==> config.mk <==
export PLATFORM = sky130hd
export DESIGN_NAME = shift_seq_ctrl
export DESIGN_NICKNAME = d
export VERILOG_FILES = /design/src/rtl/shift_seq_ctrl.sv
export SDC_FILE = /design/constraint.sdc
export NUM_CORES = 1
export LEC_CHECK = 0
export CELL_PAD_IN_SITES_DETAIL_PLACEMENT = 1
export CELL_PAD_IN_SITES_GLOBAL_PLACEMENT = 1
export CORE_ASPECT_RATIO = 1.2
export CORE_UTILIZATION = 30
export DETAILED_ROUTE_END_ITERATION = 6
export PLACE_DENSITY = 0.8
export SYNTH_ARGS = -nofsm -noshare
export SYNTH_HDL_FRONTEND = slang
export SYNTH_SLANG_ARGS = --single-unit
export TNS_END_PERCENT = 100
==> constraint.sdc <==
create_clock -name CLK -period 1.88 [get_ports CLK]
set_clock_uncertainty 0.1 [all_clocks]
set_input_delay 0.282 -clock CLK [delete_from_list [all_inputs] [get_ports CLK]]
set_output_delay 0.282 -clock CLK [all_outputs]
set_load 0.01 [all_outputs]
==> src/rtl/shift_seq_ctrl.sv <==
// shift_seq_ctrl: command sequencer for a 4-bit universal shift register.
// One command per handshake: it drives S/D/SDL/SDR for exactly the number
// of clock edges the command needs, then pulses DONE for one cycle.
//
// Handshake: a command transfers on a rising CLK edge where CMD_VALID and
// CMD_READY are both high. CMD_READY is high only in IDLE. CMD_VALID in any
// other state is ignored and never queued. The producer may hold CMD_VALID
// and its payload until it sees the transfer.
module shift_seq_ctrl #(
  parameter int CNT_W = 3
) (
  input  logic             CLK,
  input  logic             CLRb,
  input  logic             CMD_VALID,
  output logic             CMD_READY,
  input  logic [1:0]       CMD_OP,
  input  logic [CNT_W-1:0] CMD_CNT,
  input  logic [3:0]       CMD_D,
  input  logic             SIN,
  input  logic             ABORT,
  input  logic [3:0]       Q_FB,
  output logic [1:0]       S,
  output logic [3:0]       D,
  output logic             SDL,
  output logic             SDR,
  output logic             BUSY,
  output logic             DONE,
  output logic             ABORTED,
  output logic [1:0]       dbg_state
);

  typedef enum logic [1:0] {
    ST_IDLE = 2'b00,
    ST_RUN  = 2'b01,
    ST_DONE = 2'b10
  } state_t;

  localparam logic [1:0] OP_LOAD = 2'b00;
  localparam logic [1:0] OP_SHR  = 2'b01;
  localparam logic [1:0] OP_SHL  = 2'b10;
  localparam logic [1:0] OP_ROL  = 2'b11;

  localparam logic [1:0] S_HOLD = 2'b00;
  localparam logic [1:0] S_SHR  = 2'b01;
  localparam logic [1:0] S_SHL  = 2'b10;
  localparam logic [1:0] S_LOAD = 2'b11;

  state_t           state_q, state_n;
  logic [1:0]       op_q, op_n;
  logic [3:0]       d_q, d_n;
  logic [CNT_W-1:0] rem_q, rem_n;
  logic [1:0]       s_q, s_n;
  logic             aborted_q, aborted_n;

  // State and registered outputs; reset forces hold mode so a killed
  // command issues no further steps.
  always_ff @(posedge CLK or negedge CLRb) begin
    if (!CLRb) begin
      state_q   <= ST_IDLE;
      op_q      <= OP_LOAD;
      d_q       <= 4'b0000;
      rem_q     <= '0;
      s_q       <= S_HOLD;
      aborted_q <= 1'b0;
    end else begin
      state_q   <= state_n;
      op_q      <= op_n;
      d_q       <= d_n;
      rem_q     <= rem_n;
      s_q       <= s_n;
      aborted_q <= aborted_n;
    end
  end

  // Next-state logic: S is computed one edge ahead so the register sees the
  // mode during exactly the edges that perform steps.
  always_comb begin
    state_n   = state_q;
    op_n      = op_q;
    d_n       = d_q;
    rem_n     = rem_q;
    s_n       = s_q;
    aborted_n = aborted_q;
    unique case (state_q)
      ST_IDLE: begin
        if (CMD_VALID) begin
          op_n  = CMD_OP;
          rem_n = (CMD_OP == OP_LOAD) ? CNT_W'(1) : CMD_CNT;
          if (CMD_OP == OP_LOAD) d_n = CMD_D;
          if (rem_n != '0) begin
            state_n = ST_RUN;
            unique case (CMD_OP)
              OP_LOAD: s_n = S_LOAD;
              OP_SHR:  s_n = S_SHR;
              OP_SHL:  s_n = S_SHL;
              OP_ROL:  s_n = S_SHL;
              default: s_n = S_HOLD;
            endcase
          end else begin
            state_n = ST_DONE;
            s_n     = S_HOLD;
          end
        end
      end
      ST_RUN: begin
        // This edge is a step whether or not ABORT is high.
        rem_n = rem_q - CNT_W'(1);
        if (ABORT || rem_q == CNT_W'(1)) begin
          state_n   = ST_DONE;
          s_n       = S_HOLD;
          aborted_n = ABORT;
        end
      end
      ST_DONE: begin
        state_n   = ST_IDLE;
        aborted_n = 1'b0;
      end
      default: begin
        state_n = ST_IDLE;
        s_n     = S_HOLD;
      end
    endcase
  end

  // Serial feed: passed straight through so the register samples SIN and
  // the pre-edge Q at the very edge that shifts.
  always_comb begin
    SDL = 1'b0;
    SDR = 1'b0;
    if (state_q == ST_RUN) begin
      unique case (op_q)
        OP_SHL:  SDL = SIN;
        OP_ROL:  SDL = Q_FB[3];
        OP_SHR:  SDR = SIN;
        default: begin
          SDL = 1'b0;
          SDR = 1'b0;
        end
      endcase
    end
  end

  assign CMD_READY = (state_q == ST_IDLE);
  assign BUSY      = !CMD_READY;
  assign DONE      = (state_q == ST_DONE);
  assign ABORTED   = aborted_q;
  assign S         = s_q;
  assign D         = d_q;
  assign dbg_state = state_q;

endmodule

==> reports/qor.csv <==
stage,metric,value,unit
worst_setup_path,Reg2Reg Setup Slack,0.09,ns
cells_and_area,Fillers,255,
routing,WL per Instance,15.38,µm
worst_setup_path,reg2reg path depth,5,
power_and_ir_drop,worst vdd ir,0.9843,mV
floorplanning,chip width,47.93,µm
logic_synthesis,distinct cell type count after synthesis,30,
power_and_ir_drop,Clk pwr share,12.4,%
clock_tree,CTS tree,done,
logic_synthesis,mux contribution to synthesized area,13.01,%
routing,# DRC,0,
logic_synthesis,post-synthesis cell area,759.5,µm²
timing,RSZ-0062 raised after global routing,false,
logic_synthesis,most common cell in the netlist,dfrtp_1,
routing,DR top layer,met4,
power_and_ir_drop,Seq pwr share,31.5,%
logic_synthesis,Synth Instances,69,
cells_and_area,Area Overhead vs Synth,57.33,%
floorplanning,I/O pins,32,
worst_setup_path,Reg2Reg Capture Point,dbg_state[1],
timing,Final Max Slew Viols,0,
worst_setup_path,capture point of the worst path,dbg_state[1],
worst_setup_path,critical-path maximum fanout,4,
timing,Final Hold Viols,0,
timing,minimum clock period,1.791,ns
clock_tree,H-tree Lvls,1,
clock_tree,Skew-Pair Late Insertion Delay,0.29,ns
timing,sum of negative setup slack,0,ns
global_route,largest net degree at the start of global routing,15,
logic_synthesis,top cell type by total area after synthesis,dfrtp_1,
routing,DRT iter0 DRCs,4,
routing,DRT antenna net count,0,
power_and_ir_drop,Sw Pwr,0.6391,mW
clock_tree,Num CTS Buffers,3,
logic_synthesis,Synth Area in XOR/XNOR,0,%
timing,Max Clk Rate,558.5,MHz
routing,via density per instance,5.021,
logic_synthesis,simple-gate share of the synthesized area,17.79,%
worst_setup_path,RR Startpoint,dbg_state[0],
power_and_ir_drop,Pint,1.147,mW
logic_synthesis,Async SR Flop Fraction,100.0,%
clock_tree,Clock Tree Root,clkbuf_4,
floorplanning,Core Area,2354,µm²
logic_synthesis,most instantiated cells after synthesis,"14 x dfrtp_1, 7 x mux2_2, 5 x nor2_1",
worst_setup_path,Worst EP arrival,1.91,ns
cells_and_area,layout cells sized above 1,28.57,%
worst_setup_path,worst setup path start,dbg_state[0],
floorplanning,die area,2738,µm²
worst_setup_path,critical path class,reg2reg,
routing,Metal-1 WL,814,µm
logic_synthesis,Post-Synth Adder-Cell Area,3.295,%
logic_synthesis,Yosys top cell area share,46.13,%
routing,Pre-Repair DR Iteration Count,3,
routing,wire length on met3,97,µm
cells_and_area,Final Util,50.77,%
outcome,outcome,completed,
floorplanning,row count,19,
cells_and_area,Antenna diodes,0,
logic_synthesis,number of synthesized flops with an enable pin,0,
placement,port bufs,28,
logic_synthesis,ys flop type,dfrtp_1,
floorplanning,Die H,57.12,µm
timing,Max-slew headroom,77.37,%
logic_synthesis,syn avg cell area,11.01,µm²
clock_tree,"CTS clk-pin slew, worst paths",0.08,ns
logic_synthesis,syn_nets,89,
cells_and_area,nets,133,
floorplanning,initial core utilization,32.27,%
routing,routed wire length,2.199,mm
global_route,vias in the first global route,839,
routing,via count,718,
timing,Worst Tran Pin Value,0.3384,ns
logic_synthesis,"top cells by area, synth","dfrtp_1 46%, mux2_2 10%, ha_1 3.3%",
global_route,first-pass GRT wire length,3.643,mm
placement,placed wire-length estimate,1.770,mm
clock_tree,clk buf depth,2,
run,# Max-Cap Violations,0,
power_and_ir_drop,leakage power,0.5441,nW
routing,WL met2,1.248,mm
logic_synthesis,"Seq/Total Area, Yosys",46.13,%
power_and_ir_drop,Comb power frac,56.1,%
power_and_ir_drop,Sw Ratio,35.79,%
global_route,GRT overflow,0,
global_route,GRT Overall Usage,18.78,%
timing,Tcrit/Tclk final,95.25,%
worst_setup_path,startpoint class of the critical path,flop,
clock_tree,# clock sinks,14,
logic_synthesis,largest family of logic cells by synthesized area,simple AND/OR/NAND/NOR gates,
logic_synthesis,Synth warnings,0,
timing,Final setup viols,0,
logic_synthesis,Synth Area in Compound Gates,14.99,%
placement,GPL Wtd Cong,0.7757,
worst_setup_path,WP data required,2.00,ns
power_and_ir_drop,Power Dens Cells,1495,nW/µm²
global_route,initial antenna violation count,0,
worst_setup_path,crit end category,flop,
timing,worst hold slack,0.2062,ns
worst_hold_path,Hold WC Path Type,in2async,
logic_synthesis,Yosys reg bits,14,
==> registers in the layout, indices dropped and copies added, names as in the netlist <==
signal     count
rem_q          3
op_q           2
S              2
ABORTED        1
D              4
dbg_state      2
==> logic make-up after synthesis <==
group           Yosys count
flops                    14
fa+ha+maj                 2
compound gates           16
buf+inv                   6
mux                       9
simple gates             22
==> routing by layer <==
metal | GRT usage [%] | up-vias
met4 | 8.333 | 0
met2 | 33.20 | 27
met3 | 2.532 | 5
met1 | 21.08 | 350
met5 | 0 | -
li1 | - | 336
==> power by group through the flow <==
stage / sequential, mW / combinational [mW] / clock, mW
2_1_floorplan: 0.595 / 0.454 / 0
3_3_place_gp: 0.564 / 0.931 / 0
3_5_place_dp: 0.577 / 0.975 / 0
4_1_cts: 0.562 / 1.01 / 0.230
5_1_grt: 0.587 / 1.10 / 0.238
6_report: 0.563 / 1.00 / 0.222
==> layout make-up <==
type	count	area (µm²)	share of cell area (%)
multi-input cells	49	382.9	32.04
inverters	4	15.01	1.257
well taps	31	38.79	3.246
clock buffers	4	36.28	3.037
repair buffers	41	370.4	30.99
flip-flops and latches	14	351.6	29.42
==> worst min path at each step <==
| stage | to | startpoint | slack [ns] | cells past startpoint |
|---|---|---|---|---|
| 2_1_floorplan | ABORTED | CLRb | -0.11 | 0 |
| 3_3_place_gp | S[0] | S[0] | 0.39 | 1 |
| 3_5_place_dp | S[1] | S[1] | 0.38 | 1 |
| 4_1_cts | rem_q[0] | CLRb | 0.21 | 2 |
| 5_1_grt | rem_q[1] | CLRb | 0.22 | 2 |
| 6_report | rem_q[0] | CLRb | 0.21 | 2 |
==> stage by stage <==
step / cells / setup WS [ns] / area, µm² / power [mW]
detailed placement: 136 / -0.05613 / 1132 / 1.551
CTS: 143 / 0.03069 / 1191 / 1.800
finish: 143 / 0.08935 / 1195 / 1.786
global route: 143 / 0.005453 / 1195 / 1.925
global placement: 136 / 0.003541 / 1132 / 1.494
floorplan: 69 / 0.3930 / 759.5 / 1.049
==> layout by cell type (no fill, tap or decap), drive strengths merged, types with 4 or more instances in the layout <==
master | netlist | routed
mux2 | 7 | 7
clkdlybuf4s50 | 0 | 22
o21ai | 5 | 5
nand2 | 4 | 4
nor2 | 5 | 5
nor2b | 4 | 4
buf | 1 | 14
clkbuf | 1 | 4
inv | 4 | 4
dlygate4sd2 | 0 | 4
dfrtp | 14 | 14
==> what timing repair did <==
item	in CTS	in global routing
setup buffers	3	0
pin swaps	1	0
hold endpoints to repair	0	0
gates resized for setup	9	4
endpoints found under the setup margin	5	2
hold buffers	0	0
==> critical path, cell delays in order, from the launching register on <==
cell and delay (ns):
dfrtp_1 0.41, buf_4 0.15, buf_4 0.15, or4b_1 0.45, or3_1 0.32, a21oi_1 0.13
Note: power is estimated with default switching activity, not from simulation.
